===== src/rtl/ex_div_ctrl.sv =====
// Multi-cycle 32-bit divider controller for the EX stage: FREE/BYZERO/ON/END FSM
// driving a restoring shift-subtract core, one quotient bit per cycle.
module ex_div_ctrl #(
  parameter int DATA_W = 32
) (
  input  logic                  clk,
  input  logic                  rst,
  input  logic                  signed_div_i,
  input  logic [DATA_W-1:0]     opdata1_i,
  input  logic [DATA_W-1:0]     opdata2_i,
  input  logic                  start_i,
  input  logic                  annul_i,
  output logic [2*DATA_W-1:0]   result_o,
  output logic                  ready_o,
  output logic                  stallreq_o
);

  typedef enum logic [1:0] {FREE, BYZERO, ON, END} state_e;

  state_e              state_q, state_d;
  logic [4:0]          cnt_q, cnt_d;
  logic [DATA_W-1:0]   quo_q, quo_d;
  logic [DATA_W-1:0]   rem_q, rem_d;
  logic [DATA_W-1:0]   dvs_q, dvs_d;
  logic                negq_q, negq_d;
  logic                negr_q, negr_d;
  logic                ready_q, ready_d;
  logic [2*DATA_W-1:0] result_q, result_d;

  logic [DATA_W:0]     shl;
  logic [DATA_W:0]     diff;
  logic                sa, sb;

  // Partial remainder shifted left with the next dividend bit pulled in from quo_q.
  assign shl  = {rem_q, quo_q[DATA_W-1]};
  assign diff = shl - {1'b0, dvs_q};
  assign sa   = signed_div_i & opdata1_i[DATA_W-1];
  assign sb   = signed_div_i & opdata2_i[DATA_W-1];

  always_comb begin
    state_d  = state_q;
    cnt_d    = cnt_q;
    quo_d    = quo_q;
    rem_d    = rem_q;
    dvs_d    = dvs_q;
    negq_d   = negq_q;
    negr_d   = negr_q;
    ready_d  = 1'b0;
    result_d = '0;
    case (state_q)
      FREE: begin
        if (start_i && !annul_i) begin
          quo_d   = sa ? -opdata1_i : opdata1_i;
          dvs_d   = sb ? -opdata2_i : opdata2_i;
          rem_d   = '0;
          negq_d  = sa ^ sb;
          negr_d  = sa;
          cnt_d   = '0;
          state_d = (opdata2_i == '0) ? BYZERO : ON;
        end
      end
      BYZERO: begin
        // Zeroed datapath makes the END fixup produce an all-zero result.
        quo_d   = '0;
        rem_d   = '0;
        dvs_d   = '0;
        negq_d  = 1'b0;
        negr_d  = 1'b0;
        state_d = END;
      end
      ON: begin
        if (annul_i) begin
          cnt_d   = '0;
          state_d = FREE;
        end else begin
          if (!diff[DATA_W]) begin
            rem_d = diff[DATA_W-1:0];
            quo_d = {quo_q[DATA_W-2:0], 1'b1};
          end else begin
            rem_d = shl[DATA_W-1:0];
            quo_d = {quo_q[DATA_W-2:0], 1'b0};
          end
          cnt_d = cnt_q + 5'd1;
          if (cnt_q == 5'd31) begin
            cnt_d   = '0;
            state_d = END;
          end
        end
      end
      END: begin
        if (start_i) begin
          ready_d  = 1'b1;
          result_d = {negr_q ? -rem_q : rem_q, negq_q ? -quo_q : quo_q};
        end else begin
          state_d = FREE;
        end
      end
      default: state_d = FREE;
    endcase
  end

  always_ff @(posedge clk) begin
    if (rst) begin
      state_q  <= FREE;
      cnt_q    <= '0;
      quo_q    <= '0;
      rem_q    <= '0;
      dvs_q    <= '0;
      negq_q   <= 1'b0;
      negr_q   <= 1'b0;
      ready_q  <= 1'b0;
      result_q <= '0;
    end else begin
      state_q  <= state_d;
      cnt_q    <= cnt_d;
      quo_q    <= quo_d;
      rem_q    <= rem_d;
      dvs_q    <= dvs_d;
      negq_q   <= negq_d;
      negr_q   <= negr_d;
      ready_q  <= ready_d;
      result_q <= result_d;
    end
  end

  assign result_o   = result_q;
  assign ready_o    = ready_q;
  assign stallreq_o = ~rst & start_i & ~annul_i & ~ready_q;

endmodule


===== config.mk =====
export PLATFORM = sky130hd
export DESIGN_NAME = ex_div_ctrl
export DESIGN_NICKNAME = d
export VERILOG_FILES = /design/src/rtl/ex_div_ctrl.sv
export SDC_FILE = /design/constraint.sdc
export NUM_CORES = 1
export LEC_CHECK = 0
export ABC_CLOCK_PERIOD_IN_PS = 3400
export BUFFER_PORTS_ARGS = -buffer_cell sky130_fd_sc_hd__buf_2
export CAP_MARGIN = 0
export CORE_MARGIN = 1.5
export CORE_UTILIZATION = 40
export CTS_CLUSTER_DIAMETER = 120
export DETAILED_ROUTE_END_ITERATION = 8
export HOLD_SLACK_MARGIN = 0.1
export PLACE_DENSITY = 0.69
export SLEW_MARGIN = 10
export SYNTH_ARGS = -nofsm -noshare
export SYNTH_HDL_FRONTEND = slang
export SYNTH_SLANG_ARGS = --single-unit

===== constraint.sdc =====
create_clock -name clk -period 3.4 [get_ports clk]
set_clock_uncertainty 0.1 [all_clocks]
set_input_delay 0.68 -clock clk [delete_from_list [all_inputs] [get_ports clk]]
set_output_delay 0.68 -clock clk [all_outputs]
set_load 0.01 [all_outputs]

==> flow_summary.ini <==
[clock_network]
cts_root_buf = clkbuf_16
clkSlewWorstSetupHoldPaths_ns = 0.08
clock-sinks = 170
htreeDepth = 4
cts.path.max_buffers = 2
cts_buffers = 17
insertion_delay_ns = 0.43
cts_tree = built

[global_routing]
grt_pass1_wl_um = 44800
grt_pass1_vias = 8768
antenna_found_initial = 0
track_usage_pct = 21.0
grt.overflow.total = 0
grt_max_degree = 44

[floorplanning]
num_io_pins = 135
fp.dieH_um = 164
num_rows = 58
die_w_um = 164
fp.coreArea_sq_mm = 0.0253
start_util_pct = 40.9
dieArea_sq_mm = 0.0268

[synth]
avgSynthCellArea_sq_um = 7.83
synth_edf_count = 0
async_flop_share_pct = 0
mappedNetlistArea_sq_mm = 0.0103
synth_seq_area_share_pct = 32.9
synth_cell_type_count = 67
synth-seq-cells = 170
synth_ff_type = dfxtp_1
netlist_instances = 1321
yosys_warnings = 0
syn-num-nets = 1435

[placement]
dpl.hpwl_um = 21500
pre_cts_slack_ns = 0.142
globalplace.congestion = 0.931
dp.cells = 1762
io_buffers = 134

[run]
drv_cap = 0

[sta]
rsz0062_at_grt = no
finalSetupTns_ns = 0
worstMarginPinSlew_ns = 1.05
finalMaxSlewViolations = 0
max_freq_ghz = 0.316
fin_crit_ns = 3.16
relSlewSlack_pct = 30.1
final_hold_viol_count = 0
finalSetupViolations = 0
setup_ws_ns = 0.238
period_share_pct = 93.0

[drt]
routed_wirelength_um = 28200
ant_nets = 0
wl_per_cell_um = 15.7
drt_iter0_markers = 733
drc_errors = 0
vias = 9802
via_per_inst = 5.46
dr.pass1.iters = 6

[finish]
nFillCells = 2507
layout_commonest_cell = nor2_1
antennaDiodeCount = 0
drive_gt1_share_pct = 16.4
areaGrowthSynthToFinish_pct = 16.9
layout.cells.non_filler = 1794
final_nets = 1565
final_cell_mix = nor2_1 (178), dfxtp_1 (170), buf_2 (134)

[worst_setup_path]
cp_max_fo = 19
crit_buf_inv = 2
crit_type = flop to flop
cpMaxStageDelayCell = fa_1
critical_path_required_ns = 3.59
worst_setup_path_end_kind = flop
critPathMaxStageDelay_ns = 0.39
startpoint_type = flop
cp_cell_sequence = inv_1 -> ha_1 -> fa_1 -> nand2b_1 -> a21oi_1 -> o21ai_1 -> o211ai_1 -> a211oi_1 -> a211oi_4 -> buf_6 -> nand3_1 -> o311ai_0
path_delay_family = compound AO/OA/AOI/OAI gates
crit_arrival_ns = 3.36

[pwr]
ir_drop_uv = 298
pwr_density_cell_mw_per_mm2 = 681
p_leak_nw = 5.03
fin_total_pwr_w = 0.00823

[status]
outcome = complete, no violations

[worst_hold_path]
hold_class = flop to flop
-- per-stage QoR --
stage	utilization, %	cell area [sq um]	hold slack [ns]
floorplan	-	10300	0.336
CTS	47.8	12100	0.368
finish	47.9	12100	0.369
detailed placement	45.7	11500	0.359
global route	47.9	12100	0.389
global placement	45.7	11500	0.346
-- layer usage --
metal	up-vias	GRT usage, %	part of all wire (%)
li1	4972	-	-
met1	4505	32.0	51
met2	296	29.6	41
met3	29	3.31	6.3
met4	0	6.65	1.7
met5	-	0	0
-- logic make-up (layout without fill, tap and decap cells) --
group           after synthesis  after routing  synth area share, %
compound gates              349            349                 22.0
xor+xnor                    145            145                 12.3
fa+ha+maj                    45             45                 5.52
buf+inv                     125            268                 4.65
flops                       170            170                 32.9
mux                           3              3                0.303
simple gates                484            484                 22.3
-- cells in the mapped netlist (all sizes together), types with 4 or more instances --
cell / n / area share, %
o41ai: 12 / 1.1
nand3: 59 / 2.9
a211o: 4 / 0.34
nor2b: 10 / 0.61
a211oi: 10 / 0.73
o21ai: 102 / 5.0
inv: 54 / 2.0
o31ai: 27 / 2.1
a32oi: 8 / 0.68
nand2b: 13 / 0.79
a21oi: 74 / 3.6
xor2: 95 / 8.0
or2: 5 / 0.30
a21boi: 4 / 0.29
o2111ai: 5 / 0.42
nand2: 107 / 3.9
clkbuf: 62 / 2.3
o311ai: 15 / 1.3
xnor2: 50 / 4.2
nand4: 12 / 0.73
a21o: 10 / 0.73
nor3: 26 / 1.4
and3: 15 / 0.91
or3: 8 / 0.48
nor4: 16 / 1.2
a31oi: 13 / 0.79
nand3b: 4 / 0.29
o21a: 7 / 0.51
a221o: 4 / 0.39
and2: 4 / 0.24
buf: 8 / 0.40
ha: 44 / 5.3
or4: 19 / 1.5
nor2: 180 / 6.5
dfxtp: 170 / 33
a22oi: 33 / 2.4
-- worst reg2reg max path: stages (launching register included) --
cell and delay, ns:
dfxtp_1 0.33, inv_1 0.08, ha_1 0.23, fa_1 0.39, nand2b_1 0.20, a21oi_1 0.22
o21ai_1 0.14, o211ai_1 0.32, a211oi_1 0.19, a211oi_4 0.35, buf_6 0.24, nand3_1 0.10
o311ai_0 0.14
-- where the power goes --
part / switching [W] / internal (W) / leakage, nW
Clock: 0.000896 / 0.000965 / 0.272
Combinational: 0.00231 / 0.00148 / 3.38
Sequential: 0.000348 / 0.00223 / 1.38
Total: 0.00355 / 0.00468 / 5.03
-- repair_timing --
item / in CTS / in global routing
buffers inserted: 0 / 0
endpoints found under the setup margin: 0 / 3
gates resized for setup: 0 / 3
hold buffers: 0 / 0
-- state kept, by name (all words and copies together) (netlist names) --
| register | count |
|---|---|
| rem_q | 32 |
| quo_q | 32 |
| dvs_q | 32 |
| state_q | 2 |
| cnt_q | 5 |
| negr_q | 1 |
| ready_o | 1 |
| result_o | 64 |
| negq_q | 1 |
-- worst paths after layout --
check,from,end,slack [ns],cells after the start
worst min register to register,cnt_q[4]$_SDFFE_PP0P_,cnt_q[4]$_SDFFE_PP0P_,0.37,2
worst min-delay path,cnt_q[4]$_SDFFE_PP0P_,cnt_q[4]$_SDFFE_PP0P_,0.37,2
worst max-delay path,quo_q[31]$_SDFFE_PP0P_,rem_q[4]$_SDFFE_PP0P_,0.24,12
worst max register to register,quo_q[31]$_SDFFE_PP0P_,rem_q[4]$_SDFFE_PP0P_,0.24,12
-- layout make-up --
cell class	count	area, sq um	area share, %
multi-input cells	1026	6490	53.6
flip-flops and latches	170	3400	28.1
repair buffers	181	1030	8.50
clock buffers	17	425	3.52
well taps	330	413	3.42
clock inverters	15	129	1.07
inverters	55	206	1.71
Power figures use the tool's default switching activity.
